==> src/rtl/mc_fifo.sv <==
// Multi-channel synchronous FIFO: NUM_CH queues statically partitioned in one storage array,
// shared write/read ports selected by channel. Define MC_FIFO_ERR_EN for sticky overflow/underflow flags.
module mc_fifo #(
  parameter int DATA_WIDTH = 32,
  parameter int ADDR_WIDTH = 4,
  parameter int NUM_CH     = 4,
  parameter int AFULL_LVL  = 14,
  parameter int AEMPTY_LVL = 2,
  localparam int CH_W      = $clog2(NUM_CH)
) (
  input  logic                             clk,
  input  logic                             rst,
  input  logic                             wr_en,
  input  logic [CH_W-1:0]                  wr_ch,
  input  logic [DATA_WIDTH-1:0]            din,
  input  logic                             rd_en,
  input  logic [CH_W-1:0]                  rd_ch,
  output logic [DATA_WIDTH-1:0]            dout,
  output logic                             dout_vld,
  input  logic [NUM_CH-1:0]                flush,
  output logic [NUM_CH-1:0]                full,
  output logic [NUM_CH-1:0]                almost_full,
  output logic [NUM_CH-1:0]                empty,
  output logic [NUM_CH-1:0]                almost_empty,
  output logic [NUM_CH*(ADDR_WIDTH+1)-1:0] count
`ifdef MC_FIFO_ERR_EN
  ,
  input  logic                             err_clr,
  output logic [NUM_CH-1:0]                ovf_err,
  output logic [NUM_CH-1:0]                udf_err
`endif
);

  localparam int DEPTH = 1 << ADDR_WIDTH;
  localparam int PW    = ADDR_WIDTH + 1;
  localparam int MW    = CH_W + ADDR_WIDTH;

  logic [PW-1:0]         r_wptr [NUM_CH];
  logic [PW-1:0]         r_rptr [NUM_CH];
  logic [DATA_WIDTH-1:0] r_mem  [NUM_CH*DEPTH];
  logic [DATA_WIDTH-1:0] r_dout;
  logic                  r_dout_vld;

  logic [PW-1:0]         w_cnt [NUM_CH];
  logic                  w_wr_acc;
  logic                  w_rd_acc;
  logic [MW-1:0]         w_waddr;
  logic [MW-1:0]         w_raddr;

  // Flags and fill levels derive only from registered pointers.
  always_comb begin
    full         = '0;
    almost_full  = '0;
    empty        = '0;
    almost_empty = '0;
    count        = '0;
    for (int c = 0; c < NUM_CH; c++) begin
      w_cnt[c]                 = r_wptr[c] - r_rptr[c];
      full[c]                  = (w_cnt[c] == PW'(DEPTH));
      empty[c]                 = (w_cnt[c] == '0);
      almost_full[c]           = (w_cnt[c] >= PW'(AFULL_LVL));
      almost_empty[c]          = (w_cnt[c] <= PW'(AEMPTY_LVL));
      count[c*PW +: PW]        = w_cnt[c];
    end
  end

  assign w_wr_acc = wr_en && !full[wr_ch] && !flush[wr_ch];
  assign w_rd_acc = rd_en && !empty[rd_ch] && !flush[rd_ch];
  assign w_waddr  = {wr_ch, r_wptr[wr_ch][ADDR_WIDTH-1:0]};
  assign w_raddr  = {rd_ch, r_rptr[rd_ch][ADDR_WIDTH-1:0]};

  // Flush takes priority over any same-cycle write or read on that channel.
  always_ff @(posedge clk or posedge rst) begin
    if (rst) begin
      for (int c = 0; c < NUM_CH; c++) begin
        r_wptr[c] <= '0;
        r_rptr[c] <= '0;
      end
    end else begin
      for (int c = 0; c < NUM_CH; c++) begin
        if (flush[c]) begin
          r_wptr[c] <= '0;
          r_rptr[c] <= '0;
        end else begin
          if (w_wr_acc && (wr_ch == CH_W'(c))) r_wptr[c] <= r_wptr[c] + 1'b1;
          if (w_rd_acc && (rd_ch == CH_W'(c))) r_rptr[c] <= r_rptr[c] + 1'b1;
        end
      end
    end
  end

  always_ff @(posedge clk) begin
    if (w_wr_acc) r_mem[w_waddr] <= din;
  end

  always_ff @(posedge clk or posedge rst) begin
    if (rst) begin
      r_dout     <= '0;
      r_dout_vld <= 1'b0;
    end else begin
      r_dout_vld <= w_rd_acc;
      if (w_rd_acc) r_dout <= r_mem[w_raddr];
    end
  end

  assign dout     = r_dout;
  assign dout_vld = r_dout_vld;

`ifdef MC_FIFO_ERR_EN
  logic [NUM_CH-1:0] r_ovf;
  logic [NUM_CH-1:0] r_udf;
  logic [NUM_CH-1:0] w_ovf_set;
  logic [NUM_CH-1:0] w_udf_set;

  always_comb begin
    w_ovf_set = '0;
    w_udf_set = '0;
    for (int c = 0; c < NUM_CH; c++) begin
      w_ovf_set[c] = wr_en && (wr_ch == CH_W'(c)) && full[c]  && !flush[c];
      w_udf_set[c] = rd_en && (rd_ch == CH_W'(c)) && empty[c] && !flush[c];
    end
  end

  // A new error in the same cycle as err_clr survives the clear.
  always_ff @(posedge clk or posedge rst) begin
    if (rst) begin
      r_ovf <= '0;
      r_udf <= '0;
    end else begin
      r_ovf <= (err_clr ? '0 : r_ovf) | w_ovf_set;
      r_udf <= (err_clr ? '0 : r_udf) | w_udf_set;
    end
  end

  assign ovf_err = r_ovf;
  assign udf_err = r_udf;
`endif

endmodule

==> config.mk <==
export PLATFORM = sky130hd
export DESIGN_NAME = mc_fifo
export DESIGN_NICKNAME = d
export VERILOG_FILES = /design/src/rtl/mc_fifo.sv
export SDC_FILE = /design/constraint.sdc
export NUM_CORES = 2
export LEC_CHECK = 0
export CAP_MARGIN = 20
export CORE_ASPECT_RATIO = 0.5
export CORE_MARGIN = 5
export CORE_UTILIZATION = 65
export CTS_CLUSTER_DIAMETER = 100
export CTS_CLUSTER_SIZE = 16
export DETAILED_ROUTE_END_ITERATION = 12
export PLACE_DENSITY = 0.81
export SLEW_MARGIN = 15
export SYNTH_ARGS = -nofsm -noshare
export SYNTH_HDL_FRONTEND = slang
export SYNTH_SLANG_ARGS = --single-unit
==> constraint.sdc <==
create_clock -name clk -period 19.2 [get_ports clk]
set_clock_uncertainty 0.2 [all_clocks]
set_input_delay 4.8 -clock clk [delete_from_list [all_inputs] [get_ports clk]]
set_output_delay 4.8 -clock clk [all_outputs]
set_load 0.02 [all_outputs]
==> flow_summary_export.csv <==
group,metric,value,unit
outcome,status,"finished, final reports clean",
detailed_routing,drc,0,
placement,gp_congestion,0.880,
clock_network,root_buffer,"clkbuf_16",
final_layout,final_cell_mix,"edfxtp_1, nand2_1, mux2i_1",
hold_path,hold_class,"reg2reg",
detailed_routing,viasPerCell,7.11,
setup_path,critPathTopFamily,"buffers and inverters",
die,die_y,265,um
logic_synthesis,syn_area,0.0847,sq mm
placement,dp_cells,6890,
pwr,p_clk_share,35.2,%
pwr,power_switching,0.00182,W
setup_path,max_stage_delay,960,ps
detailed_routing,wire_per_inst,32.5,um
global_routing,grtUsageMet1,45.9,%
pwr,power.leakage,28.4,nW
timing,tns,0,ps
pwr,pwr_density_cell,92.5,mW/mm^2
setup_path,path_common_cell,"buf_4",
global_routing,grt_max_degree,139,
timing,final_hold_viol_count,0,
global_routing,grt_use_met2,50.6,%
setup_path,cp-start-kind,"input pin",
logic_synthesis,ys_seq_area_share,74.8,%
setup_path,slowest_stage,"buf_4",
timing,layout_setup_ws,8340,ps
timing,slew_headroom,23.0,%
placement,io_buffer_count,112,
logic_synthesis,synth_area_per_cell,16.1,sq um
global_routing,grt_antenna_before_repair,7,
clock_network,cts_setup_buffers,0,
setup_path,path_cells,"clkdlybuf4s50_1 > buf_4 > mux4_4 > buf_4 > buf_4 > buf_4 > buf_4 > mux2i_1 > o22ai_1 > nor2_1 > nand4_1 > nor4b_1 > a2bb2oi_1",
die,initial_utilization,65.6,%
timing,drv_slew,0,
logic_synthesis,syn-num-nets,5322,
clock_network,clkTransAtPathRegs,70,ps
placement,place_ws,7610,ps
clock_network,cts-buffers-inserted,150,
timing,final-setup-viol-count,0,
setup_path,path_class,"in2reg",
logic_synthesis,yosys_warnings,0,
logic_synthesis,synthCells,5250,
final_layout,fillers,7506,
final_layout,fin_cells,7150,
die,io_pins,113,
clock_network,clk_path_buf_depth,3,
setup_path,endpoint_kind,"register",
pwr,p_seq_share,60.4,%
detailed_routing,drt_iter0_markers,8582,
global_routing,grt_use_met3,9.50,%
pwr,combPwrFrac,4.4,%
clock_network,clk_latency,790,ps
logic_synthesis,ys_types,69,
pwr,swShare,21.3,%
final_layout,drive_gt1_share,9.58,%
global_routing,overflow,0,
global_routing,grt_use_total,33.4,%
detailed_routing,first_pass_iters,8,
clock_network,clock_sinks,2121,
logic_synthesis,synthArstFlopShare,3.44,%
global_routing,grt_pass1_wl,334000,um
die,core_region_area,0.129,sq mm
detailed_routing,ant_nets,0,
final_layout,syn_to_final_growth,9.22,%
final_layout,final_nets,5407,
placement,dp_hpwl,130000,um
clock_network,cts_tree,"done",
clock_network,htree_levels,4,
final_layout,final_common_cell,"edfxtp_1",
logic_synthesis,synth-seq-cells,2121,
die,rows,93,
setup_path,required,19660,ps
die,die_w,520,um
timing,rsz0062_at_grt,"false",
detailed_routing,vias,50842,
logic_synthesis,synth_ff_type,"edfxtp_1",
setup_path,worst-path-buf-inv,6,
pwr,intPower,0.00673,W
global_routing,gr-max-usage-layer,"met2",
timing,min_period,10860,ps
timing,fmax,92.0,MHz
setup_path,r2r_slack,12550,ps
pwr,ir_worst_vdd,0.0755,mV
timing,min_period_over_period,56.6,%
timing,tightest_slew,1150,ps
setup_path,crit_fanout,66,
global_routing,grt_pass1_vias,49848,
job,cap_viol_max_count,0,
setup_path,arrival,11330,ps
clock_network,post_cts_resized,0,
pwr,totalPowerFinal,0.00856,W
die,die_area,0.138,sq mm
logic_synthesis,synth_edf_count,2048,
clock_network,cts.hold.buffers_added,0,
detailed_routing,totalWireLength,233000,um
-- synthesized netlist by cell type, types with 33 or more instances --
master,n,area share [%]
clkbuf_1,140,0.62
nor2b_1,60,0.44
a32oi_1,41,0.42
edfxtp_1,2048,73
a2111oi_0,38,0.39
mux4_2,57,1.5
mux2i_1,656,7.8
a211oi_1,51,0.45
o21ai_0,85,0.50
nand3_1,123,0.73
and3_1,33,0.24
a21oi_1,216,1.3
dfrtp_1,73,2.2
a32o_1,60,0.71
a31oi_1,53,0.39
o22ai_1,104,0.77
mux2_2,35,0.47
buf_2,123,0.73
nor2_1,75,0.33
nand2_1,656,2.9
inv_1,57,0.25
-- metrics by stage --
stage / util [%] / instance area (sq um) / hold WS [ps]
global placement: 68.2 / 88000 / 279
global route: 71.7 / 92500 / 338
detailed placement: 68.2 / 88100 / 306
floorplan: - / 84700 / 266
CTS: 71.6 / 92300 / 320
finish: 71.7 / 92500 / 319
-- power by group through the flow --
stage               clock network, W  registers (W)  logic (W)
detailed placement                 0        0.00527   0.000370
floorplan                          0        0.00527  0.0000988
finish                       0.00301        0.00517   0.000380
global placement                   0        0.00527   0.000359
CTS                          0.00301        0.00517   0.000373
global route                 0.00321        0.00516   0.000397
-- cells by family after synthesis --
logic type	Yosys count	synth area share, %
compound gates	820	6.57
mux	748	9.74
xor+xnor	29	0.300
flops	2121	74.8
simple gates	1125	6.13
fa+ha+maj	28	0.449
buf+inv	379	2.03
-- registers in the layout, summed over array words and instances, names as in the netlist --
register  flops
dout         32
r_rptr       20
r_mem      2048
r_wptr       20
dout_vld      1
-- path summary, 6_finish.rpt --
kind | startpoint | endpoint | cells past startpoint
worst max-delay path | rd_ch[0] | dout[27] | 13
worst min-delay path | dout[30] | dout[30] | 2
worst max register to register | r_rptr[11] | dout[27] | 11
worst min register to register | dout[30] | dout[30] | 2
max in group asynchronous | rst | r_rptr[9] | 3
min in group asynchronous | rst | dout[10] | 2
-- layout make-up --
cell class	instances	area, sq um	share of cell area [%]
diodes	3	7.51	0.00812
clock buffers	250	4240	4.58
clock inverters	4	35.0	0.0379
inverters	58	219	0.237
multi-input cells	2750	20300	22.0
flip-flops and latches	2121	63300	68.5
well taps	1710	2140	2.31
repair buffers	254	2170	2.34
-- per-layer routing --
| layer | part of all wire, % | vias up |
|---|---|---|
| met3 | 15 | 597 |
| met4 | 4.8 | 6 |
| met1 | 35 | 25391 |
| li1 | - | 20660 |
| met5 | 0.014 | - |
| met2 | 45 | 4188 |
-- worst min-delay path, delay by kind of cell, from the launching register on --
family | cells | cell delay, ps
flops | 1 | 380
buf+inv | 1 | 50
compound gates | 1 | 50
No activity file was read; power rests on OpenSTA's default activity.
